## src/rtl/dsnk_pkg.sv

```systemverilog
// Shared definitions for the multi-channel AXI-Stream data sink: command codes,
// channel state encoding and the strobe helper functions.
package dsnk_pkg;

   typedef enum logic [1:0] {
      OP_NOP   = 2'd0,
      OP_START = 2'd1,
      OP_STOP  = 2'd2,
      OP_CLEAR = 2'd3
   } dsnk_op_e;

   typedef enum logic [1:0] {
      ST_IDLE = 2'd0,
      ST_RUN  = 2'd1,
      ST_DONE = 2'd2
   } dsnk_state_e;

   localparam int unsigned MaxBytes = 32;

   // Callers zero-extend narrower strobes, so unused bits contribute nothing.
   function automatic logic [5:0] popcount(input logic [MaxBytes-1:0] strb);
      logic [5:0] cnt;
      cnt = '0;
      for (int i = 0; i < MaxBytes; i++) begin
         cnt = cnt + 6'(strb[i]);
      end
      return cnt;
   endfunction

   function automatic logic [MaxBytes*8-1:0] masked_data(input logic [MaxBytes*8-1:0] data,
                                                        input logic [MaxBytes-1:0]   strb);
      logic [MaxBytes*8-1:0] res;
      res = '0;
      for (int i = 0; i < MaxBytes; i++) begin
         if (strb[i]) res[i*8 +: 8] = data[i*8 +: 8];
      end
      return res;
   endfunction

endpackage

```

## src/rtl/axis_dsnk_chan.sv

```systemverilog
// One sink channel: IDLE/RUN/DONE control, strobe-aware byte and packet counters
// and a 64-bit additive checksum of the accepted data.
module axis_dsnk_chan
   import dsnk_pkg::*;
#(
   parameter int unsigned NumBytes = 4,
   parameter int unsigned CntWidth = 32
) (
   input  logic                  clk_i,
   input  logic                  rst_ni,
   input  logic                  tvalid_i,
   output logic                  tready_o,
   input  logic [NumBytes*8-1:0] tdata_i,
   input  logic [NumBytes-1:0]   tstrb_i,
   input  logic                  tlast_i,
   input  logic                  start_i,
   input  logic                  stop_i,
   input  logic                  clear_i,
   input  logic                  stop_on_last_i,
   input  logic [CntWidth-1:0]   limit_i,
   output dsnk_state_e           state_o,
   output logic [CntWidth-1:0]   bytes_o,
   output logic [CntWidth-1:0]   pkts_o,
   output logic [63:0]           checksum_o
);

   dsnk_state_e         state_q, state_d;
   logic [CntWidth-1:0] bytes_q, bytes_d, pkts_q, pkts_d, limit_q, limit_d;
   logic [63:0]         csum_q, csum_d;
   logic                sol_q, sol_d;

   logic                  accept;
   logic [CntWidth-1:0]   bytes_next;
   logic [MaxBytes*8-1:0] data_masked;

   assign accept      = tvalid_i && (state_q == ST_RUN);
   assign bytes_next  = bytes_q + CntWidth'(popcount(MaxBytes'(tstrb_i)));
   assign data_masked = masked_data((MaxBytes*8)'(tdata_i), MaxBytes'(tstrb_i));

   always_comb begin
      state_d = state_q;
      bytes_d = bytes_q;
      pkts_d  = pkts_q;
      csum_d  = csum_q;
      limit_d = limit_q;
      sol_d   = sol_q;
      if (clear_i) begin
         // Clear dominates; a beat accepted this cycle is dropped uncounted.
         state_d = ST_IDLE;
         bytes_d = '0;
         pkts_d  = '0;
         csum_d  = '0;
      end else begin
         if (accept) begin
            bytes_d = bytes_next;
            pkts_d  = pkts_q + CntWidth'(tlast_i);
            csum_d  = csum_q + data_masked[63:0];
         end
         unique case (state_q)
            ST_IDLE, ST_DONE: begin
               if (start_i) begin
                  state_d = ST_RUN;
                  limit_d = limit_i;
                  sol_d   = stop_on_last_i;
               end
            end
            ST_RUN: begin
               if (stop_i ||
                   (accept && (limit_q != '0) && (bytes_next >= limit_q)) ||
                   (accept && sol_q && tlast_i)) begin
                  state_d = ST_DONE;
               end
            end
            default: state_d = ST_IDLE;
         endcase
      end
   end

   always_ff @(posedge clk_i or negedge rst_ni) begin
      if (!rst_ni) begin
         state_q <= ST_IDLE;
         bytes_q <= '0;
         pkts_q  <= '0;
         csum_q  <= '0;
         limit_q <= '0;
         sol_q   <= 1'b0;
      end else begin
         state_q <= state_d;
         bytes_q <= bytes_d;
         pkts_q  <= pkts_d;
         csum_q  <= csum_d;
         limit_q <= limit_d;
         sol_q   <= sol_d;
      end
   end

   assign tready_o   = (state_q == ST_RUN);
   assign state_o    = state_q;
   assign bytes_o    = bytes_q;
   assign pkts_o     = pkts_q;
   assign checksum_o = csum_q;

endmodule

```

## src/rtl/axis_dsnk_mc.sv

```systemverilog
// Multi-channel AXI-Stream sink: NUM_CHAN independent channels, a decoded command
// port and a registered per-channel status read port.
module axis_dsnk_mc
   import dsnk_pkg::*;
#(
   parameter int unsigned NUM_CHAN                 = 4,
   parameter int unsigned C_S_AXIS_TDATA_NUM_BYTES = 4,
   parameter int unsigned CNT_WIDTH                = 32,
   localparam int unsigned ChanW = (NUM_CHAN > 1) ? $clog2(NUM_CHAN) : 1,
   localparam int unsigned NB    = C_S_AXIS_TDATA_NUM_BYTES
) (
   input  logic                       AXIS_ACLK,
   input  logic                       AXIS_ARESETN,
   input  logic [NUM_CHAN-1:0]        S_AXIS_TVALID,
   output logic [NUM_CHAN-1:0]        S_AXIS_TREADY,
   input  logic [NUM_CHAN*NB*8-1:0]   S_AXIS_TDATA,
   input  logic [NUM_CHAN*NB-1:0]     S_AXIS_TSTRB,
   input  logic [NUM_CHAN-1:0]        S_AXIS_TLAST,
   input  logic                       cmd_valid,
   input  logic [ChanW-1:0]           cmd_chan,
   input  logic [1:0]                 cmd_op,
   input  logic                       cmd_stop_on_last,
   input  logic [CNT_WIDTH-1:0]       cmd_limit,
   input  logic [ChanW-1:0]           rd_chan,
   output logic [CNT_WIDTH-1:0]       rd_bytes,
   output logic [CNT_WIDTH-1:0]       rd_pkts,
   output logic [63:0]                rd_checksum,
   output logic [1:0]                 rd_state,
   output logic [NUM_CHAN-1:0]        done
);

   dsnk_state_e          ch_state [NUM_CHAN];
   logic [CNT_WIDTH-1:0] ch_bytes [NUM_CHAN];
   logic [CNT_WIDTH-1:0] ch_pkts  [NUM_CHAN];
   logic [63:0]          ch_csum  [NUM_CHAN];

   for (genvar c = 0; c < NUM_CHAN; c++) begin : g_chan
      logic hit;
      assign hit = cmd_valid && (cmd_chan == ChanW'(c));

      axis_dsnk_chan #(
         .NumBytes (NB),
         .CntWidth (CNT_WIDTH)
      ) u_chan (
         .clk_i          (AXIS_ACLK),
         .rst_ni         (AXIS_ARESETN),
         .tvalid_i       (S_AXIS_TVALID[c]),
         .tready_o       (S_AXIS_TREADY[c]),
         .tdata_i        (S_AXIS_TDATA[c*NB*8 +: NB*8]),
         .tstrb_i        (S_AXIS_TSTRB[c*NB +: NB]),
         .tlast_i        (S_AXIS_TLAST[c]),
         .start_i        (hit && (cmd_op == OP_START)),
         .stop_i         (hit && (cmd_op == OP_STOP)),
         .clear_i        (hit && (cmd_op == OP_CLEAR)),
         .stop_on_last_i (cmd_stop_on_last),
         .limit_i        (cmd_limit),
         .state_o        (ch_state[c]),
         .bytes_o        (ch_bytes[c]),
         .pkts_o         (ch_pkts[c]),
         .checksum_o     (ch_csum[c])
      );

      assign done[c] = (ch_state[c] == ST_DONE);
   end

   logic [CNT_WIDTH-1:0] bytes_d, pkts_d;
   logic [63:0]          csum_d;
   logic [1:0]           state_d;

   // An out-of-range rd_chan reads back as all zeros.
   always_comb begin
      bytes_d = '0;
      pkts_d  = '0;
      csum_d  = '0;
      state_d = ST_IDLE;
      for (int c = 0; c < NUM_CHAN; c++) begin
         if (rd_chan == ChanW'(c)) begin
            bytes_d = ch_bytes[c];
            pkts_d  = ch_pkts[c];
            csum_d  = ch_csum[c];
            state_d = ch_state[c];
         end
      end
   end

   always_ff @(posedge AXIS_ACLK or negedge AXIS_ARESETN) begin
      if (!AXIS_ARESETN) begin
         rd_bytes    <= '0;
         rd_pkts     <= '0;
         rd_checksum <= '0;
         rd_state    <= ST_IDLE;
      end else begin
         rd_bytes    <= bytes_d;
         rd_pkts     <= pkts_d;
         rd_checksum <= csum_d;
         rd_state    <= state_d;
      end
   end

endmodule
```

## config.mk

```make
export PLATFORM = sky130hd
export DESIGN_NAME = axis_dsnk_mc
export DESIGN_NICKNAME = d
export VERILOG_FILES = /design/src/rtl/dsnk_pkg.sv /design/src/rtl/axis_dsnk_chan.sv /design/src/rtl/axis_dsnk_mc.sv
export SDC_FILE = /design/constraint.sdc
export NUM_CORES = 2
export LEC_CHECK = 0
export BUFFER_PORTS_ARGS = -buffer_cell sky130_fd_sc_hd__buf_2
export CAP_MARGIN = 10
export CELL_PAD_IN_SITES_DETAIL_PLACEMENT = 0
export CELL_PAD_IN_SITES_GLOBAL_PLACEMENT = 1
export CORE_AREA = 3 3 352 354
export CTS_BUF_LIST = sky130_fd_sc_hd__clkbuf_4 sky130_fd_sc_hd__clkbuf_8 sky130_fd_sc_hd__clkbuf_16
export DETAILED_ROUTE_END_ITERATION = 10
export DIE_AREA = 0 0 355 357
export PLACE_DENSITY = 0.71
export SETUP_SLACK_MARGIN = 0.2
export SLEW_MARGIN = 25
export SYNTH_ARGS = -nofsm -noshare
export SYNTH_HDL_FRONTEND = slang
export SYNTH_SLANG_ARGS = --single-unit
```

## constraint.sdc

```tcl
create_clock -name AXIS_ACLK -period 5.5 [get_ports AXIS_ACLK]
set_input_delay 0.55 -clock AXIS_ACLK [delete_from_list [all_inputs] [get_ports AXIS_ACLK]]
set_output_delay 0.55 -clock AXIS_ACLK [all_outputs]
set_load 0.005 [all_outputs]
```

; After elaboration in Yosys (flattened, before gate mapping)
; Cells that the tools add are included.
; W data, S select, Z words.
[totals]
word_cells = 227
reg_bits = 782
in_bits = 194
[classes]
bitwise = 4
n_reduce_logical = 70
mux = 72
magnitude_cmp = 4
addsub = 24
eq_ne = 25
[op_table]
columns = cell, n
row1 = $mux W32, 24
row2 = $mux W64, 12
row3 = $add A64 B32 Y64, 4
row4 = $add A32 B1 Y32, 4
row5 = $add A32 B6 Y32, 4
row6 = $ge A32 B32 Y1, 4
row7 = $mux W8, 16
row8 = $reduce_bool A32 Y1, 4
row9 = $add A6 B1 Y6, 8
row10 = $logic_and A1 B1 Y1, 36
row11 = $mux W2, 16
row12 = $eq A2 B2 Y1 const B, 10
row13 = $pmux W2 S2, 4
row14 = $eq A2 B1 Y1 const B, 7
row15 = $logic_not A2 Y1, 6
row16 = $ne A3 B1 Y1 const B, 4
row17 = $ne A3 B3 Y1 const B, 4
row18 = $reduce_and A3 Y1, 4
row19 = $add A1 B1 Y2, 4
row20 = $logic_or A1 B1 Y1, 8
row21 = $reduce_and A2 Y1, 4
row22 = $reduce_bool A2 Y1, 4
row23 = $reduce_or A2 Y1, 4
row24 = $not A1 Y1, 4

; Logic depth before layout (Yosys ltp)
[logic_depth]
depth_word = 11
mapped_depth = 25

; By module
; From an unflattened synthesis, not the netlist that was laid out.
[unflattened]
cells_unflattened = 5154
area_unflattened_um2 = 49054.5
[modules_own_cells]
columns = mod, area_per_inst_um2, n_inst, cells_each
row1 = axis_dsnk_chan (g_chan[1].u_chan ...), 10645.2, 2, 1209
row2 = axis_dsnk_chan (g_chan[0].u_chan), 10862.9, 1, 1240
row3 = axis_dsnk_chan (g_chan[3].u_chan), 10380.0, 1, 1185
row4 = axis_dsnk_mc, 6521.3, 1, 311

; Worst setup path after synthesis
; No wires, ideal clock.
[synth_timing]
path_kind = in2reg
start = input S_AXIS_TSTRB[0]
end = register g_chan[0].u_chan.state_q[1]
t_arrival_ps = 4933
path_stages = 24
setup_slack_ps = 447
setup_time_ps = 120
path_cell_list = ha_1 -> inv_1 -> fa_1 -> inv_1 -> ha_1 -> inv_1 -> fa_1 -> nor2b_1 -> o21bai_1 -> nor4_2 -> nand3_1 -> or2_1 -> clkbuf_1 -> nor2_1 -> xor2_1 -> ha_1 -> a21o_1 -> a21oi_1 -> nor2b_1 -> o21ai_0 -> a21oi_1 -> a2111oi_0 -> nor2_1 -> a31o_2
[synth_between]
elab_chain_len = 10
[synth_rtl]
columns = item, line
row1 = "start, declared", axis_dsnk_mc.sv:17  ; input logic [NUM_CHAN*NB-1:0] S_AXIS_TSTRB,
row2 = $add A1 B1 Y2, dsnk_pkg.sv:25  ; cnt = cnt + 6'(strb[i]);
row3 = $add A6 B1 Y6 (2 in a row), dsnk_pkg.sv:25
row4 = $add A32 B6 Y32, axis_dsnk_chan.sv:37  ; assign bytes_next = bytes_q + CntWidth'(popcount(MaxBytes'(tstrb_i)));
row5 = $ge A32 B32 Y1, axis_dsnk_chan.sv:69  ; (accept && (limit_q != '0) && (bytes_next >= limit_q)) ||
row6 = $logic_and A1 B1 Y1, axis_dsnk_chan.sv:69
row7 = $logic_or A1 B1 Y1, axis_dsnk_chan.sv:68  ; if (stop_i ||
row8 = $logic_or A1 B1 Y1, axis_dsnk_chan.sv:69
row9 = $ne A3 B3 Y1 (no line), --
row10 = $reduce_and A2 Y1 (no line), --
row11 = "end signal, assigned", axis_dsnk_chan.sv:88  ; state_q <= state_d;
row12 = "end, declared", axis_dsnk_chan.sv:27  ; dsnk_state_e state_q, state_d;
; Every way passes these cells.
; A chain may end at the register's enable or synchronous reset.

; Worst setup path after layout
[layout_timing]
start = input S_AXIS_TSTRB[9]
end = register g_chan[2].u_chan.state_q[1]
[layout_between]
elab_chain_len = 10
[layout_rtl]
columns = item, line
row1 = $add A1 B1 Y2, dsnk_pkg.sv:25
row2 = $add A6 B1 Y6 (2 in a row), dsnk_pkg.sv:25
row3 = $add A32 B6 Y32, axis_dsnk_chan.sv:37
row4 = $ge A32 B32 Y1, axis_dsnk_chan.sv:69
row5 = $logic_and A1 B1 Y1, axis_dsnk_chan.sv:69
row6 = $logic_or A1 B1 Y1, axis_dsnk_chan.sv:68
row7 = $logic_or A1 B1 Y1, axis_dsnk_chan.sv:69
row8 = $ne A3 B3 Y1 (no line), --
row9 = $reduce_and A2 Y1 (no line), --
row10 = "end signal, assigned", axis_dsnk_chan.sv:88
row11 = "end, declared", axis_dsnk_chan.sv:27
; Every way passes these cells.

==> impl_metrics.json <==
{
  "grt.total_usage": 0.259,
  "die_width_um": 355,
  "clock_latency_ns": 0.71,
  "yosys.area.top_type": "dfrtp_1",
  "synthesis.nets": 5660,
  "ant_nets": 0,
  "gp_congestion": 0.945,
  "min_period_ns": 5.00,
  "synthDistinctLibCells": 87,
  "synth_area_per_cell_um2": 9.36,
  "finalPower_w": 0.0214,
  "netlist_top_cells_count": "dfrtp_1, nand2_1, nor2_1, a21oi_1, xor2_1",
  "critPathArrivalTime_ns": 5.58,
  "synth_area_mm2": 0.0484,
  "yosysWarnings": 0,
  "dr.pass1.iters": 6,
  "p_leak_nw": 26.5,
  "synth-main-ff-cell": "dfrtp_1",
  "drive_above_1_share": 0.150,
  "crit_type": "input pin to flip-flop",
  "grt_max_degree": 131,
  "relSlewSlack": 0.288,
  "wl_per_cell_um": 23.1,
  "dieArea_mm2": 0.127,
  "ctsHtreeMaxLevel": 3,
  "cp_data_required_time_ns": 6.07,
  "fmax_ghz": 0.200,
  "io_buffers": 331,
  "synth_edf_count": 0,
  "viasPerCell": 5.59,
  "worst_pin_slew_ns": 1.07,
  "path_max_fanout": 4,
  "grt_pass1_wl_um": 250000,
  "synthMostInstantiatedCell": "dfrtp_1",
  "irDropWorstVdd_mv": 0.236,
  "tritoncts": "done",
  "initial_core_util": 0.399,
  "syn_to_final_growth_pct": 14.8,
  "skew_ns": 0.0288,
  "cap_violations": 0,
  "setup_viol": 0,
  "drtIter0Drc": 3174,
  "grt_pass1_vias": 39500,
  "wirelength_um": 166000,
  "cts.sink_count": 782,
  "root_buffer": "clkbuf_16",
  "rows": 128,
  "via_count": 40100,
  "async_flop_share": 1.00,
  "cts-resized-gates": 0,
  "io-pin-count": 332,
  "die_y_um": 357,
  "cts_buffers": 91,
  "cts.reportedPaths.clkPinSlew_ns": 0.07,
  "power.density_mw_per_mm2": 385,
  "synth-seq-area-share": 0.404,
  "drv_slew": 0,
  "outcome": "finished clean",
  "antenna_found_initial": 18,
  "postLayoutCoreUtil": 0.458,
  "layout.nets": 5967,
  "grt-ovfl-total": 0,
  "pre_cts_slack_ns": -0.207,
  "dp_hpwl_um": 126000,
  "synth-seq-cells": 782,
  "period_share": 0.910,
  "rsz0062_at_grt": "false",
  "hp-class": "input pin to flip-flop",
  "clockBufferDepth": 3,
  "drc": 0,
  "end_kind": "flip-flop",
  "hold_viol": 0,
  "syn_inst": 5170,
  "setup_ws_ns": 0.495,
  "synth_top_cell_area_share": 0.404,
  "core-area_mm2": 0.121,
  "yosys-top-cells-area": "dfrtp_1, ha_1, mux4_2",
  "worstSetupStartpointType": "input pin",
  "r2r_slack_ns": 0.99
}
-- final timing paths --
path,start,end,cells past startpoint
hold reg to reg,g_chan[3].u_chan.sol_q,g_chan[3].u_chan.sol_q,1
setup / recovery,S_AXIS_TSTRB[9],g_chan[2].u_chan.state_o[1],23
max in group asynchronous,AXIS_ARESETN,g_chan[1].u_chan.checksum_o[8],3
hold / removal,cmd_stop_on_last,g_chan[3].u_chan.sol_q,2
setup reg to reg,g_chan[2].u_chan.bytes_o[0],g_chan[2].u_chan.state_o[1],18
min in group asynchronous,AXIS_ARESETN,g_chan[0].u_chan.bytes_o[13],2
-- per-stage QoR --
| step | hold WS (ns) | cells | cell area, µm² | TNS, ns |
|---|---|---|---|---|
| 2_1_floorplan | 0.254 | 5170 | 48400 | 0 |
| 3_3_place_gp | 0.497 | 7007 | 52200 | -0.510 |
| 3_5_place_dp | 0.500 | 7007 | 52200 | -0.635 |
| 4_1_cts | 0.0974 | 7174 | 55600 | 0 |
| 5_1_grt | 0.141 | 7178 | 55600 | 0 |
| 6_report | 0.154 | 7180 | 55600 | 0 |
-- worst max-delay path: stages --
cell       delay [ns]
buf_2            0.13
ha_1             0.27
inv_1            0.04
fa_1             0.41
inv_1            0.08
ha_1             0.24
ha_1             0.28
a21o_1           0.12
a21oi_1          0.11
nor4b_2          0.29
buf_4            0.17
or4b_1           0.56
nor2_1           0.16
xor2_1           0.17
ha_1             0.26
a21o_1           0.18
a21o_1           0.16
a21oi_1          0.27
o2111ai_1        0.16
a41oi_1          0.38
o221ai_1         0.21
a32oi_1          0.24
o21ai_0          0.12
-- registers in the layout, summed over array words and instances (netlist names), 8 cells and up --
name,cells
g_chan.u_chan.pkts_o,128
g_chan.u_chan.checksum_o,256
rd_pkts,32
rd_checksum,64
g_chan.u_chan.bytes_o,128
g_chan.u_chan.state_o,8
rd_bytes,32
g_chan.u_chan.limit_q,128
-- layout make-up --
class | count | area [µm²]
tap | 1625 | 2030
clock buffer | 126 | 2710
multi-input combinational | 3916 | 27100
clock inverter | 40 | 587
antenna | 5 | 12.5
fill | 11800 | 65800
sequential | 782 | 19600
inverter | 244 | 916
timing repair buffer | 442 | 2630
-- what timing repair did --
action                    4_1_cts  5_1_grt
hold buffers                    1        0
hold endpoints to repair       87        0
buffers inserted                0        0
-- logic make-up (layout without fill, tap and decap cells) --
| logic type | Yosys count | count (layout) | share of synthesized area |
|---|---|---|---|
| AND/OR/NAND/NOR | 1954 | 1954 | 0.195 |
| adder cells (fa/ha/maj) | 296 | 296 | 0.0784 |
| other | 0 | 5 | 0 |
| AO/OA/AOI/OAI | 1002 | 1002 | 0.125 |
| buffers and inverters | 472 | 852 | 0.0371 |
| multiplexers | 184 | 184 | 0.0727 |
| XOR/XNOR | 480 | 480 | 0.0869 |
| flip-flops | 782 | 782 | 0.404 |
-- cell usage in the layout (no fill, tap or decap), types with 32 or more instances in the layout --
cell       instances
nand3_1          167
xor2_1           285
nand4_1          118
nor4_1            44
o21ai_0          274
clkbuf_16         95
buf_4            101
a21oi_1          356
nor2b_1           43
nor2_1           483
nand2b_1          32
ha_1             284
buf_2            328
mux4_2           130
mux2_2            42
nand2_1          591
nor3_1            48
and3_1            88
dfrtp_1          782
and2_1           157
inv_1            244
or3_1             69
a21o_1           106
a211oi_1          37
xnor2_1          195
-- report_power, final --
part           total (W)  switching [W]  leakage (nW)  internal [W]
registers        0.00810        0.00123          10.4       0.00687
logic            0.00656        0.00386          14.4       0.00269
clock network    0.00672        0.00266          1.64       0.00406
total             0.0214        0.00775          26.5        0.0136
-- routing by layer --
metal	GRT usage	routed length (µm)	up-vias
met5	0	13	-
met2	0.419	76600	1082
met1	0.361	74600	20000
li1	-	-	18800
met3	0.0359	9590	194
met4	0.0781	4690	2
Power figures use the tool's default switching activity.
